File: src/rtl/rx_frame_loader.sv
// Loads one image frame from a UART byte stream into frame memory,
// then hands it to the downsampling processor.
module rx_frame_loader #(
    parameter int IMG_BYTES      = 65536,
    parameter int ADDR_WIDTH     = 16,
    parameter int TIMEOUT_CYCLES = 1000000
) (
    input  logic                  clk,
    input  logic                  rst,
    input  logic [7:0]            rx_byte,
    input  logic                  rx_done,
    input  logic                  proc_done,
    output logic                  mem_wr_en,
    output logic [ADDR_WIDTH-1:0] mem_addr,
    output logic [7:0]            mem_wdata,
    output logic                  proc_start,
    output logic                  busy,
    output logic                  load_error,
    output logic                  overrun
);

    localparam int CW = ADDR_WIDTH + 1;
    localparam int TW = (TIMEOUT_CYCLES > 2) ? $clog2(TIMEOUT_CYCLES) : 1;
    localparam logic [CW-1:0] LAST_CNT = CW'(IMG_BYTES - 1);
    localparam logic [TW-1:0] IDLE_MAX = TW'(TIMEOUT_CYCLES - 1);

    typedef enum logic [1:0] {
        IDLE,
        LOAD,
        PROC,
        ERR
    } state_t;

    state_t        state;
    logic [CW-1:0] count;
    logic [TW-1:0] idle_cnt;
    logic          rx_done_q;
    logic          start_pend;
    logic          nb;

    assign nb = rx_done & ~rx_done_q;

    always_ff @(posedge clk) begin
        if (rst) begin
            state      <= IDLE;
            count      <= '0;
            idle_cnt   <= '0;
            rx_done_q  <= 1'b1;
            start_pend <= 1'b0;
            mem_wr_en  <= 1'b0;
            mem_addr   <= '0;
            mem_wdata  <= '0;
            proc_start <= 1'b0;
            busy       <= 1'b0;
            load_error <= 1'b0;
            overrun    <= 1'b0;
        end else begin
            rx_done_q  <= rx_done;
            mem_wr_en  <= 1'b0;
            start_pend <= 1'b0;
            proc_start <= start_pend;

            if (nb || state != LOAD)
                idle_cnt <= '0;
            else
                idle_cnt <= idle_cnt + 1'b1;

            unique case (state)
                IDLE, ERR: begin
                    if (nb) begin
                        mem_wr_en  <= 1'b1;
                        mem_addr   <= '0;
                        mem_wdata  <= rx_byte;
                        count      <= CW'(1);
                        state      <= LOAD;
                        busy       <= 1'b1;
                        load_error <= 1'b0;
                    end
                end
                LOAD: begin
                    if (nb) begin
                        mem_wr_en <= 1'b1;
                        mem_addr  <= count[ADDR_WIDTH-1:0];
                        mem_wdata <= rx_byte;
                        count     <= count + 1'b1;
                        if (count == LAST_CNT) begin
                            state      <= PROC;
                            start_pend <= 1'b1;
                        end
                    end else if (idle_cnt == IDLE_MAX) begin
                        // a byte on the timeout cycle wins, handled above
                        state      <= ERR;
                        count      <= '0;
                        busy       <= 1'b0;
                        load_error <= 1'b1;
                    end
                end
                PROC: begin
                    if (nb)
                        overrun <= 1'b1;
                    if (proc_done) begin
                        state <= IDLE;
                        count <= '0;
                        busy  <= 1'b0;
                    end
                end
                default: state <= IDLE;
            endcase
        end
    end

endmodule
File: config.mk
export PLATFORM = sky130hd
export DESIGN_NAME = rx_frame_loader
export DESIGN_NICKNAME = d
export VERILOG_FILES = /design/src/rtl/rx_frame_loader.sv
export SDC_FILE = /design/constraint.sdc
export NUM_CORES = 1
export LEC_CHECK = 0
export CELL_PAD_IN_SITES_DETAIL_PLACEMENT = 1
export CELL_PAD_IN_SITES_GLOBAL_PLACEMENT = 2
export CORE_MARGIN = 3
export CORE_UTILIZATION = 33
export DETAILED_ROUTE_END_ITERATION = 6
export GPL_TIMING_DRIVEN = 1
export PLACE_DENSITY_LB_ADDON = 0.1
export SYNTH_ARGS = -nofsm -noshare
export SYNTH_HDL_FRONTEND = slang
export SYNTH_SLANG_ARGS = --single-unit
File: constraint.sdc
create_clock -name clk -period 2.4 [get_ports clk]
set_clock_uncertainty 0.1 [all_clocks]
set_input_delay 0.24 -clock clk [delete_from_list [all_inputs] [get_ports clk]]
set_output_delay 0.24 -clock clk [all_outputs]
set_load 0.03 [all_outputs]
==> results of run 1 <==
## logic make-up (layout without fill, tap and decap cells)
kind of cell,after synthesis,after routing,synth area share
AO/OA/AOI/OAI,113,113,0.218
XOR/XNOR,10,10,0.0269
adder cells (fa/ha/maj),5,5,0.0192
buffers and inverters,36,101,0.0458
flip-flops,70,70,0.431
multiplexers,2,2,0.00616
AND/OR/NAND/NOR,158,158,0.253
## what timing repair did
action | 4_1_cts | 5_1_grt
hold buffers | 0 | 0
gates resized for setup | 0 | 2
setup endpoints to repair | 0 | 1
## power by group through the flow
stage	Clock (mW)	Combinational, mW	Sequential [mW]
floorplan	0	0.441	1.27
global placement	0	0.782	1.25
detailed placement	0	0.780	1.25
CTS	0.985	0.788	1.22
global route	1.03	0.863	1.22
finish	0.943	0.786	1.22
## worst reg2reg max path, cell delays in order, from the launching register on
cell	delay [ns]
sky130_fd_sc_hd__dfxtp_1	0.43
sky130_fd_sc_hd__nand4_1	0.22
sky130_fd_sc_hd__nor2_1	0.23
sky130_fd_sc_hd__and3_1	0.22
sky130_fd_sc_hd__ha_1	0.19
sky130_fd_sc_hd__nand3b_1	0.10
sky130_fd_sc_hd__a211oi_2	0.27
sky130_fd_sc_hd__nor3_1	0.08
sky130_fd_sc_hd__a31o_2	0.21
## synth_stat cells (all sizes together), types with 2 or more instances
cell,number
o221ai,7
dfxtp,70
or3,5
and3,4
clkbuf,11
inv,13
a31oi,9
o21ai,25
buf,12
a21oi,44
nor2,27
xor2,3
o21a,2
nand3b,2
mux2i,2
nor4,9
o311ai,2
or2,2
nand2b,4
nand3,13
o31ai,4
a311oi,5
nand4,11
nand2,52
or4,4
xnor2,7
a31o,2
and2,3
nor2b,3
nor4b,2
ha,5
and4,4
o22ai,2
nor3,8
a211oi,3
## registers in the layout (all words and copies together), names as in the netlist, 2 cells and up
name	flops
mem_addr	16
count	17
state	2
mem_wdata	8
idle_cnt	20
## area by class of cell
cell class                      count  area, um^2
Fill cell                        1147        5260
Multi-Input combinational cell    288        1710
Sequential cell                    70        1400
Timing Repair Buffer               73         643
Tap cell                          129         161
Clock buffer                       11         141
Inverter                           13        48.8
Clock inverter                      4        47.5
## per-layer routing
layer  track usage  vias to the layer above
met2         0.314                       45
li1              -                     1569
met5             0                        -
met4        0.0337                        0
met1         0.224                     1530
met3        0.0441                        4
## metrics by stage
stage	hold slack (ns)	total power, mW
floorplan	0.247	1.71
global placement	0.328	2.03
global route	0.168	3.12
detailed placement	0.329	2.03
finish	0.150	2.95
CTS	0.150	2.99
## worst max path at each step
stage              start        end  slack (ns)  cells after the start
2_1_floorplan   count[0]   state[0]        0.24                      9
3_3_place_gp     rx_done  count[12]        0.29                      7
3_5_place_dp    count[0]   state[0]        0.18                      9
4_1_cts         count[0]   state[0]        0.15                      9
5_1_grt         count[0]   state[0]        0.06                      9
6_report       count[12]   state[0]        0.26                      8
==> load_flow_metrics.sql, run 1 <==
INSERT INTO impl_metrics (metric_group, metric, value, unit) VALUES
('critical_path', 'r2r-end', 'state[0]', ''),
('clock_network', 'cts_buffers', '9', ''),
('timing', 'grt_setup_unrepaired', 'false', ''),
('timing', 'final.setup.tns', '0', 'ns'),
('detailed_routing', 'post_drt_wl_per_cell', '16.5', 'um'),
('place', 'detailedPlacementHpwl', '7160', 'um'),
('global_routing', 'globalRoute.totalOverflow', '0', ''),
('critical_path', 'reg2reg_slack', '0.26', 'ns'),
('timing', 'setup_violations', '0', ''),
('critical_path', 'worst_r2r_path_depth', '8', ''),
('floorplan', 'die_w', '105', 'um'),
('pwr', 'switching_power_share_of_the_total', '0.331', ''),
('detailed_routing', 'route.detailed.drc', '0', ''),
('critical_path', 'cp_max_fo', '6', ''),
('detailed_routing', 'wl', '9720', 'um'),
('logic_synthesis', 'netlist_top_cells_area', 'sky130_fd_sc_hd__dfxtp_1, sky130_fd_sc_hd__a21oi_1, sky130_fd_sc_hd__nand2_1', ''),
('detailed_routing', 'met2WireLength', '4840', 'um'),
('logic_synthesis', 'seq_area_frac_synth', '0.431', ''),
('pwr', 'sequential_fraction_of_design_power', '0.414', ''),
('outcome', 'outcome', 'completed', ''),
('logic_synthesis', 'warnings_from_yosys', '0', ''),
('clock_network', 'cts_num_sinks', '70', ''),
('pwr', 'power.density_cell_area', '710', 'nW/um^2'),
('pwr', 'switchingPower', '976', 'uW'),
('timing', 'drv_slew', '0', ''),
('critical_path', 'worst_setup_path_end_kind', 'flip-flop', ''),
('finish', 'count_of_placed_standard_cells_in_the_final_layout_fillers_left_out', '588', ''),
('timing', 'fmaxAchievable', '468', 'MHz'),
('detailed_routing', 'drt_first_iter_violations', '98', ''),
('timing', 'timing.slew.headroom', '0.487', ''),
('finish', 'layout_common_cells', 'sky130_fd_sc_hd__dfxtp_1, sky130_fd_sc_hd__nand2_1, sky130_fd_sc_hd__a21oi_1, sky130_fd_sc_hd__clkdlybuf4s50_1, sky130_fd_sc_hd__buf_4', ''),
('detailed_routing', 'wl_met3', '313', 'um'),
('job', 'maxcap_violations', '0', ''),
('finish', 'area.growth.synth_to_final', '27.8', '%'),
('clock_network', 'cts_post_setup_buffers_inserted', '0', ''),
('hold_path', 'timing.hold.worst.start', 'rst', ''),
('timing', 'tightestPinTransition', '0.768', 'ns'),
('logic_synthesis', 'synth_area', '3250', 'um^2'),
('hold_path', 'worst_hold_path.endpoint', 'overrun', ''),
('logic_synthesis', 'syn_avg_cell_area', '8.25', 'um^2'),
('logic_synthesis', 'number_of_enable_type_register_cells_in_the_synthesized_netlist', '0', ''),
('critical_path', 'timing.critical_path.cells', 'nand4_1 > nor2_1 > and3_1 > ha_1 > nand3b_1 > a211oi_2 > nor3_1 > a31o_2', ''),
('critical_path', 'worstPathBufferInverterCount', '0', ''),
('pwr', 'vdd_ir_drop_max', '0.000384', 'V'),
('place', 'port-buffer-count', '40', ''),
('finish', 'n_antenna_cell', '0', ''),
('pwr', 'power.internal', '1.97', 'mW'),
('floorplan', 'core-area', '9420', 'um^2'),
('place', 'place_area', '3960', 'um^2'),
('critical_path', 'top_cell_family_by_delay_on_the_critical_path', 'simple AND/OR/NAND/NOR gates', ''),
('global_routing', 'grt_pass1_vias', '3143', ''),
('detailed_routing', 'routed.top_layer', 'met4', ''),
('logic_synthesis', 'synthCells', '394', ''),
('timing', 'post-route-worst-setup-slack', '0.261', 'ns'),
('pwr', 'clock_network_power_share', '0.320', ''),
('logic_synthesis', 'synth_top_cell_by_area', 'sky130_fd_sc_hd__dfxtp_1', ''),
('clock_network', 'cts_tree', 'done', ''),
('floorplan', 'die_area', '11100', 'um^2'),
('place', 'placed_cells', '573', ''),
('timing', 'layout_min_cycle_time', '2.14', 'ns'),
('detailed_routing', 'vias_per_cell', '5.35', ''),
('critical_path', 'type_of_element_launching_the_critical_path', 'flip-flop', ''),
('detailed_routing', 'firstDrtPassIters', '5', ''),
('critical_path', 'regToRegStartpoint', 'count[12]', ''),
('global_routing', 'antenna_found_initial', '0', ''),
('pwr', 'power.leakage', '1.32', 'nW'),
('critical_path', 'critPathMaxStageDelay', '0.43', 'ns'),
('critical_path', 'worst_ep_required_time', '2.54', 'ns'),
('global_routing', 'track_usage', '0.179', ''),
('floorplan', 'std_cell_rows', '35', ''),
('critical_path', 'timing.critical_path.slowest_stage_cell', 'sky130_fd_sc_hd__dfxtp_1', '');
Note: power is estimated with default switching activity, not from simulation.
==> inputs of run 2 (changes only) <==
- CAP_MARGIN: unset -> 25
==> results of run 2 <==
Final layout, timing and power as in run 1 (identical DEF).
